## config.mk

```make
export PLATFORM = sky130hd
export DESIGN_NAME = conv2d_mlane_engine
export DESIGN_NICKNAME = d
export VERILOG_FILES = /design/src/rtl/conv_pkg.sv /design/src/rtl/conv_lane_mac.sv /design/src/rtl/conv2d_mlane_engine.sv
export SDC_FILE = /design/constraint.sdc
export NUM_CORES = 1
export LEC_CHECK = 0
export CORE_ASPECT_RATIO = 1.2
export CORE_MARGIN = 2
export CORE_UTILIZATION = 62
export DETAILED_ROUTE_END_ITERATION = 10
export PLACE_DENSITY = 0.83
export SLEW_MARGIN = 0
export SYNTH_ARGS = -nofsm -noshare
export SYNTH_HDL_FRONTEND = slang
export SYNTH_SLANG_ARGS = --single-unit
export TNS_END_PERCENT = 50
```

## constraint.sdc

```tcl
create_clock -name clk -period 17.52 [get_ports clk]
set_input_delay 3.504 -clock clk [delete_from_list [all_inputs] [get_ports clk]]
set_output_delay 3.504 -clock clk [all_outputs]
set_load 0.02 [all_outputs]
```

## src/rtl/conv_pkg.sv

```systemverilog
// Shared state encoding and arithmetic helpers for the multi-lane 2D convolution engine.
package conv_pkg;

    typedef enum logic [2:0] {
        IDLE,
        LOAD_K,
        MAC,
        DRAIN,
        EMIT,
        DONE
    } conv_state_e;

    localparam int CLIP_W = 32;

    function automatic int tap_cnt_w(input int taps);
        return (taps > 1) ? $clog2(taps) : 1;
    endfunction

    // Saturate a signed value into the unsigned range [0, 2^out_w-1].
    function automatic logic [CLIP_W-1:0] clip_u(input logic signed [CLIP_W-1:0] val,
                                                 input int out_w);
        logic signed [CLIP_W-1:0] max_v;
        max_v = $signed((CLIP_W'(1) << out_w) - CLIP_W'(1));
        if (val < 0) begin
            return '0;
        end else if (val > max_v) begin
            return $unsigned(max_v);
        end
        return $unsigned(val);
    endfunction

endpackage

```

## src/rtl/conv_lane_mac.sv

```systemverilog
// One output lane: clear-or-accumulate of pixel*weight products, then shift and clip.
module conv_lane_mac
    import conv_pkg::*;
#(
    parameter int DATA_W = 8,
    parameter int ACC_W  = 20,
    parameter int OUT_W  = 8
) (
    input  logic                     clk,
    input  logic                     rst_n,
    input  logic                     en_i,
    input  logic                     clr_i,
    input  logic [DATA_W-1:0]        px_i,
    input  logic signed [DATA_W-1:0] w_i,
    input  logic [4:0]               shift_i,
    input  logic                     keep_i,
    output logic [OUT_W-1:0]         res_o
);
    localparam int PROD_W = 2 * DATA_W + 1;

    logic signed [PROD_W-1:0] prod;
    logic signed [ACC_W-1:0]  acc_q, acc_d, acc_sh;

    // Pixel is unsigned: widen with a zero MSB before the signed multiply.
    assign prod  = PROD_W'($signed({1'b0, px_i})) * PROD_W'(w_i);
    assign acc_d = clr_i ? ACC_W'(prod) : acc_q + ACC_W'(prod);

    always_ff @(posedge clk or negedge rst_n) begin
        if (!rst_n) begin
            acc_q <= '0;
        end else if (en_i) begin
            acc_q <= acc_d;
        end
    end

    assign acc_sh = acc_q >>> shift_i;
    assign res_o  = keep_i ? OUT_W'(clip_u(CLIP_W'(acc_sh), OUT_W)) : '0;

endmodule

```

## src/rtl/conv2d_mlane_engine.sv

```systemverilog
// KxK convolution engine producing LANES adjacent output pixels per beat at a runtime stride.
module conv2d_mlane_engine
    import conv_pkg::*;
#(
    parameter int DATA_W = 8,
    parameter int ADDR_W = 10,
    parameter int IMG_W  = 28,
    parameter int IMG_H  = 28,
    parameter int K      = 3,
    parameter int LANES  = 2,
    parameter int ACC_W  = 20,
    parameter int OUT_W  = 8
) (
    input  logic                      clk,
    input  logic                      rst_n,
    input  logic                      i_start,
    input  logic [ADDR_W-1:0]         i_src_base,
    input  logic [ADDR_W-1:0]         i_kern_base,
    input  logic [2:0]                i_stride,
    input  logic [4:0]                i_shift,
    output logic                      o_busy,
    output logic                      o_done,
    output logic                      o_px_rd_en,
    output logic [LANES*ADDR_W-1:0]   o_px_rd_addr,
    input  logic [LANES*DATA_W-1:0]   i_px_rd_data,
    output logic                      o_k_rd_en,
    output logic [ADDR_W-1:0]         o_k_rd_addr,
    input  logic [DATA_W-1:0]         i_k_rd_data,
    output logic                      o_valid,
    input  logic                      i_ready,
    output logic [LANES*OUT_W-1:0]    o_data,
    output logic [LANES-1:0]          o_lane_mask,
    output logic [ADDR_W-1:0]         o_out_row,
    output logic [ADDR_W-1:0]         o_out_col
);
    localparam int                TAPS     = K * K;
    localparam int                TAP_W    = tap_cnt_w(TAPS);
    localparam logic [TAP_W-1:0]  TAP_LAST = TAP_W'(TAPS - 1);
    localparam logic [TAP_W-1:0]  K_LAST   = TAP_W'(K - 1);
    localparam logic [ADDR_W-1:0] IMG_W_A  = ADDR_W'(IMG_W);
    localparam logic [ADDR_W-1:0] IMG_H_A  = ADDR_W'(IMG_H);
    localparam logic [ADDR_W-1:0] K_A      = ADDR_W'(K);
    localparam logic [ADDR_W-1:0] LANES_A  = ADDR_W'(LANES);

    conv_state_e              state_q, state_d;
    logic [TAP_W-1:0]         t_q, t_d, kx_q, kx_d, ky_q, ky_d;
    logic [ADDR_W-1:0]        r_q, r_d, c_q, c_d, orow_q, orow_d, ocol_q, ocol_d;
    logic [ADDR_W-1:0]        src_base_q, kern_base_q;
    logic [2:0]               stride_q;
    logic [4:0]               shift_q;
    logic                     k_cap_q, acc_en_q, acc_clr_q;
    logic [TAP_W-1:0]         k_idx_q, acc_tap_q;
    logic signed [DATA_W-1:0] w_q [TAPS];

    logic [ADDR_W-1:0]        str_a, c_adv, r_adv;
    logic                     row_wrap, last_beat, xfer, start_ok;
    logic [LANES-1:0]         mask;

    assign start_ok  = (state_q == IDLE) && i_start;
    assign xfer      = (state_q == EMIT) && i_ready;
    assign str_a     = ADDR_W'(stride_q);
    assign c_adv     = c_q + LANES_A * str_a;
    assign r_adv     = r_q + str_a;
    assign row_wrap  = (c_adv + K_A) > IMG_W_A;
    assign last_beat = row_wrap && ((r_adv + K_A) > IMG_H_A);

    always_ff @(posedge clk or negedge rst_n) begin
        if (!rst_n) begin
            state_q <= IDLE;
        end else begin
            state_q <= state_d;
        end
    end

    always_comb begin
        state_d = state_q;
        unique case (state_q)
            IDLE:    if (i_start) state_d = LOAD_K;
            LOAD_K:  if (t_q == TAP_LAST) state_d = MAC;
            MAC:     if (t_q == TAP_LAST) state_d = DRAIN;
            DRAIN:   state_d = EMIT;
            EMIT:    if (xfer) state_d = last_beat ? DONE : MAC;
            DONE:    state_d = IDLE;
            default: state_d = IDLE;
        endcase
    end

    always_comb begin
        o_busy     = state_q inside {LOAD_K, MAC, DRAIN, EMIT};
        o_done     = (state_q == DONE);
        o_valid    = (state_q == EMIT);
        o_k_rd_en  = (state_q == LOAD_K);
        o_px_rd_en = (state_q == MAC);
    end

    // Tap walk (t, ky, kx) and window / output coordinate stepping.
    always_comb begin
        t_d    = t_q;
        kx_d   = kx_q;
        ky_d   = ky_q;
        r_d    = r_q;
        c_d    = c_q;
        orow_d = orow_q;
        ocol_d = ocol_q;
        if (start_ok) begin
            t_d    = '0;
            kx_d   = '0;
            ky_d   = '0;
            r_d    = '0;
            c_d    = '0;
            orow_d = '0;
            ocol_d = '0;
        end else if (state_q == LOAD_K || state_q == MAC) begin
            t_d = (t_q == TAP_LAST) ? '0 : t_q + TAP_W'(1);
            if (state_q == MAC) begin
                if (kx_q == K_LAST) begin
                    kx_d = '0;
                    ky_d = (ky_q == K_LAST) ? '0 : ky_q + TAP_W'(1);
                end else begin
                    kx_d = kx_q + TAP_W'(1);
                end
            end
        end else if (xfer) begin
            if (row_wrap) begin
                c_d    = '0;
                ocol_d = '0;
                r_d    = r_adv;
                orow_d = orow_q + ADDR_W'(1);
            end else begin
                c_d    = c_adv;
                ocol_d = ocol_q + LANES_A;
            end
        end
    end

    always_ff @(posedge clk or negedge rst_n) begin
        if (!rst_n) begin
            t_q         <= '0;
            kx_q        <= '0;
            ky_q        <= '0;
            r_q         <= '0;
            c_q         <= '0;
            orow_q      <= '0;
            ocol_q      <= '0;
            src_base_q  <= '0;
            kern_base_q <= '0;
            stride_q    <= '0;
            shift_q     <= '0;
            k_cap_q     <= 1'b0;
            k_idx_q     <= '0;
            acc_en_q    <= 1'b0;
            acc_clr_q   <= 1'b0;
            acc_tap_q   <= '0;
            for (int i = 0; i < TAPS; i++) w_q[i] <= '0;
        end else begin
            t_q    <= t_d;
            kx_q   <= kx_d;
            ky_q   <= ky_d;
            r_q    <= r_d;
            c_q    <= c_d;
            orow_q <= orow_d;
            ocol_q <= ocol_d;
            if (start_ok) begin
                src_base_q  <= i_src_base;
                kern_base_q <= i_kern_base;
                stride_q    <= (i_stride == 3'd0) ? 3'd1 : i_stride;
                shift_q     <= i_shift;
            end
            // RAM data lags the strobe by one cycle, so the tap index is carried along.
            k_cap_q   <= (state_q == LOAD_K);
            k_idx_q   <= t_q;
            if (k_cap_q) w_q[k_idx_q] <= $signed(i_k_rd_data);
            acc_en_q  <= (state_q == MAC);
            acc_clr_q <= (state_q == MAC) && (t_q == '0);
            acc_tap_q <= t_q;
        end
    end

    assign o_k_rd_addr = o_k_rd_en ? kern_base_q + ADDR_W'(t_q) : '0;
    assign o_lane_mask = o_valid ? mask : '0;
    assign o_out_row   = orow_q;
    assign o_out_col   = ocol_q;

    for (genvar l = 0; l < LANES; l++) begin : g_lane
        logic [ADDR_W-1:0] col;
        assign col     = c_q + ADDR_W'(l) * str_a;
        assign mask[l] = (col + K_A) <= IMG_W_A;
        assign o_px_rd_addr[l*ADDR_W +: ADDR_W] =
            o_px_rd_en ? src_base_q + (r_q + ADDR_W'(ky_q)) * IMG_W_A + col + ADDR_W'(kx_q) : '0;

        conv_lane_mac #(
            .DATA_W (DATA_W),
            .ACC_W  (ACC_W),
            .OUT_W  (OUT_W)
        ) u_mac (
            .clk     (clk),
            .rst_n   (rst_n),
            .en_i    (acc_en_q),
            .clr_i   (acc_clr_q),
            .px_i    (i_px_rd_data[l*DATA_W +: DATA_W]),
            .w_i     (w_q[acc_tap_q]),
            .shift_i (shift_q),
            .keep_i  (o_valid && mask[l]),
            .res_o   (o_data[l*OUT_W +: OUT_W])
        );
    end

endmodule

```

Yosys cells after proc, flatten, opt, wreduce, memory -nomap -nowiden. Cells that the tools add are included.

Input port bits: 56. Flip-flop bits (word level): 202.

Bitwise operators: 1. Order comparisons: 10. Shift-type cells: 2. Multipliers: 3. Mux-type cells: 59. $add $sub $neg: 21. Eq/ne operators: 13. Reduce and logical (&&, ||, !) cells: 22.

Operators by type and width (number): 10-bit 2-to-1 mux (19); 8-bit 2-to-1 mux (11); 72-bit bitwise mux (1); 10-bit by 2-bit adder with 10-bit output, second input constant (5); 10-bit by 4-bit adder with 10-bit output (5); 4-bit 2-to-1 mux (12); 20-bit by 17-bit adder with 20-bit output (2); 20-bit by 9-bit greater-than comparator with 1-bit output, second input constant (2); 20-bit by 1-bit less-than comparator with 1-bit output, second input constant (2); 20-bit 2-to-1 mux (2); 20-bit by 5-bit >>> shifter with 20-bit output (2); 9-bit by 8-bit multiplier with 17-bit output (2); 8-bit binary-select mux with 4-bit select (1); 8-bit demux with 4-bit select (1); 10-bit adder (3); 10-bit by 3-bit adder with 10-bit output (2); 10-bit by 5-bit greater-than comparator with 1-bit output, second input constant (2); 10-bit by 5-bit <= comparator with 1-bit output, second input constant (2); 3-bit 2-to-1 mux (6); 3-bit case mux with 5 select lines (1); 4-bit by 1-bit adder with 4-bit output, second input constant (3); 10-bit by 1-bit adder with 10-bit output, second input constant (1); 10-bit by 3-bit multiplier with 8-bit output, second input constant (1); 2-bit nonzero test (5); 20 further kinds (38).

Logic depth before layout (Yosys ltp).
Depth in word-level cells: 7. Gate-level depth with buffers: 34. Depth with buffers taken out: 31.

Modules after synthesis. From an unflattened synthesis, not the netlist that was laid out.

Cells, all modules: 2196. Area total of the unflattened synthesis: 20327.0 sq um.

By module, submodules not included: conv2d_mlane_engine (cells an instance 1040, area each 10347.4 sq um, times used 1, sequential area each 4003.8 sq um); conv_lane_mac at g_lane[1].u_mac (cells an instance 585, area each 5003.5 sq um, times used 1, sequential area each 500.5 sq um); conv_lane_mac at g_lane[0].u_mac (cells an instance 571, area each 4976.0 sq um, times used 1, sequential area each 500.5 sq um).

Worst setup path after synthesis. No wires, ideal clock.

Path kind: input to register. Start point: input i_px_rd_data[8]. End point: register g_lane[1].u_mac.acc_q[19]. Buffers on the path: 1. Setup slack: 7655 ps. Required time: 17368 ps. Cell stages on the path: 25. Data arrival time: 9713 ps. Cells stage by stage: or2_2 fa_1 fa_1 inv_1 fa_1 inv_1 fa_1 inv_1 ha_1 o21a_1 o31a_1 o211ai_1 a21oi_1 a2111oi_0 a21oi_1 xnor2_1 ha_1 clkbuf_1 and3_1 a21oi_1 o311ai_0 a21o_1 a21oi_1 mux2i_1 a32oi_1.

Word-level cells in the longest chain between the ends: 3.

Ends and longest elaborated chain: start: declaration (line conv2d_mlane_engine.sv:25) `input logic [LANES*DATA_W-1:0] i_px_rd_data,`; 9-bit by 8-bit multiplier with 17-bit output * (line conv_lane_mac.sv:25) `assign prod = PROD_W'($signed({1'b0, px_i})) * PROD_W'(w_i);`; 20-bit by 17-bit adder with 20-bit output (line conv_lane_mac.sv:26) `assign acc_d = clr_i ? ACC_W'(prod) : acc_q + ACC_W'(prod);`; 20-bit 2-to-1 mux * (line conv_lane_mac.sv:26); end signal: assignment (line conv_lane_mac.sv:30) `acc_q <= '0;`; end signal: assignment (line conv_lane_mac.sv:32) `acc_q <= acc_d;`; end: declaration (line conv_lane_mac.sv:22) `logic signed [ACC_W-1:0] acc_q, acc_d, acc_sh;`.

Mark *: on every way between the ends. The rest lies on a longest branch, timed or not. A chain may end at the register's enable or synchronous reset.

Final worst setup path. Same ends and word-level chain as after synthesis.

==> reports/metrics.yaml <==
synth_top_area_cell: "dfrtp_1"
initial_core_util: 0.627
max_clock_freq_ghz: 0.0944
crit-reg2reg-launch: "acc_tap_q[1]"
ys_warn_count: 0
cts_tree: "built"
drive_gt1_frac: 0.0890
core_area_mm2: 0.0312
cp-startpoint: "i_px_rd_data[8]"
postSynthCellCount: 2166
ys_top_cells_by_count: "nand2_1, dfrtp_1, nor2_1, ha_1, inv_1"
criticalPathCategory: "primary input to flip-flop"
syn_nets: 2511
status: "finished, final reports clean"
critical-path-max-stage-delay_ns: 0.66
io_pins: 129
crit_family: "adder cells"
busiest_layer: "met2"
multi_input_area_mm2: 0.0135
use_met3: 0.0358
grt_start_max_net_pins: 79
min_period_ns: 10.59
rows: 71
finClkSkew_ns: 0.0139
drcViolationCount: 0
required_ns: 17.81
seq_area_mm2: 0.00501
timing.final.ws_setup_ns: 6.93
start_kind: "primary input"
grt_pass1_wl_um: 79000
die-height_um: 199
worst-path-buf-inv: 4
maxSlewViolCount: 0
crit_fanout: 9
cp_slowest_cell: "a2111oi_0"
nFillCells: 2352
yosysMostFrequentCell: "nand2_1"
cp_num_cells: 25
whs_ns: 0.491
synth_edf_count: 0
dieWidth_um: 166
gp_congestion: 0.911
clk_pin_slew_ns: 0.08
ys_types: 78
io_buffers: 127
synthArstFlopShare: 1.00
synthFlopType: "dfrtp_1"
pre_cts_ws_ns: 6.48
insertion_delay_ns: 0.45
htreeDepth: 4
cp-end-kind: "flip-flop"
rr_worst_depth: 29
grt-ovfl-total: 0
num_vias: 16200
viasPerCell: 6.07
place_area_mm2: 0.0211
synth_seq_area_share: 0.256
slew_headroom: 0.320
netlist_area_mm2: 0.0196
syn_to_final_growth_pct: 11.3
drtAntennaViolNets: 0
cts_root_buf: "clkbuf_16"
fin_area_mm2: 0.0218
post_drt_wl_per_cell_um: 17.7
antenna_found_initial: 0
cts_setup_buffers: 0
cts_hold_buf: 0
ctsResizeCount: 0
wl_um: 47000
hold_class: "flip-flop to flip-flop"
cp.arrival_ns: 10.88
finalCritPeriodShare: 0.605
cts.sinks: 200
track_usage: 0.292
rrSetupSlack_ns: 8.24
setup_viol_count_final: 0
cts_buffer_depth: 2
fin_nets: 2590
drt-initial-drc-count: 1121
final_hold_viol_count: 0
grt_pass1_vias: 16900
maxCapViolCount: 0
syn_area_per_cell_um2: 9.03
numCtsBuffers: 17
grt_util_met1: 0.326
num_antenna_cells: 0
worst_pin_slew_ns: 1.02
dieArea_mm2: 0.0330
rr_endpoint: "g_lane[1].u_mac.acc_q[19]"
rsz0062_at_grt: "false"
crit_end: "g_lane[1].u_mac.acc_q[19]"
hpwl_um: 35200
tns_ns: 0
use_met2: 0.556
ys_ff_latch: 200
synthTopCellsByArea: "dfrtp_1, ha_1, fa_1"
dr.pass1.iters: 7
netlist.area_leader.share: 0.256
## worst register-to-register path: cells and delay by family, from the launching register on
kind	cells	cell delay [ns]
AOI/OAI and AO/OA	13	2.66
xor gates and xnor gates	1	0.58
adders and majority gates	6	2.93
buffers and inverters	4	0.37
DFF	1	0.72
muxes	1	0.22
and+or+nand+nor	4	1.64
## worst min-delay path by stage
stage | start | end | slack [ns] | cells after the start
floorplan | t_q[3] | acc_tap_q[3] | 0.44 | 0
global placement | kern_base_q[0] | kern_base_q[0] | 0.47 | 2
detailed placement | src_base_q[4] | src_base_q[4] | 0.47 | 2
CTS | src_base_q[4] | src_base_q[4] | 0.49 | 2
global route | src_base_q[6] | src_base_q[6] | 0.52 | 2
finish | src_base_q[6] | src_base_q[6] | 0.49 | 2
## per-stage QoR
stage,instances,utilization
final,2659,0.698
after global routing,2659,0.698
after CTS,2659,0.698
after detailed placement,2627,0.678
after global placement,2627,0.678
after floorplan,2166,-
## cells in the final DEF, fill, tap and decap left out, drive strengths merged, types with 16 or more instances in the layout
| master | instances |
|---|---|
| a211oi | 17 |
| inv | 196 |
| nand3 | 35 |
| dfrtp | 200 |
| mux2 | 88 |
| o21ai | 92 |
| clkdlybuf4s50 | 126 |
| fa | 96 |
| and2 | 93 |
| nor3 | 30 |
| mux4 | 36 |
| xnor2 | 87 |
| clkbuf | 19 |
| buf | 20 |
| and3 | 16 |
| ha | 193 |
| nand2 | 224 |
| o21bai | 16 |
| a21oi | 152 |
| nor2b | 21 |
| xor2 | 42 |
| a21o | 26 |
| nor2 | 198 |
| mux2i | 35 |
| o21a | 18 |
## state kept, by name, indices dropped and copies added (netlist names), 3 cells and up
name	cells
state_q	3
kx_q	4
r_q	10
w_q	72
g_lane.u_mac.acc_q	40
kern_base_q	10
o_out_row	10
src_base_q	10
o_out_col	9
t_q	4
stride_q	3
ky_q	4
shift_q	5
c_q	9
acc_tap_q	4
## per-layer routing
layer / part of all wire / vias up / wire length [um]
met5: 0 / - / 0
met4: 0.042 / 0 / 1970
met3: 0.044 / 143 / 2070
met2: 0.53 / 495 / 24900
met1: 0.38 / 7911 / 18000
li1: - / 7602 / -
## layout make-up
type                    count  share of cell area
clock inverters            14             0.00862
well taps                 401              0.0230
repair buffers            147              0.0654
inverters                 191              0.0329
flip-flops and latches    200               0.230
multi-input cells        1688               0.620
clock buffers              18              0.0202
## kinds of logic after synthesis
| group | synth area share |
|---|---|
| other cells | 0.000192 |
| simple gates | 0.165 |
| xor+xnor | 0.0593 |
| buf+inv | 0.0544 |
| mux | 0.110 |
| compound gates | 0.133 |
| fa+ha+maj | 0.222 |
| flops | 0.256 |
Power is not shown: default switching activity piles up to over one toggle a cycle in this logic, so the estimate is an artifact.
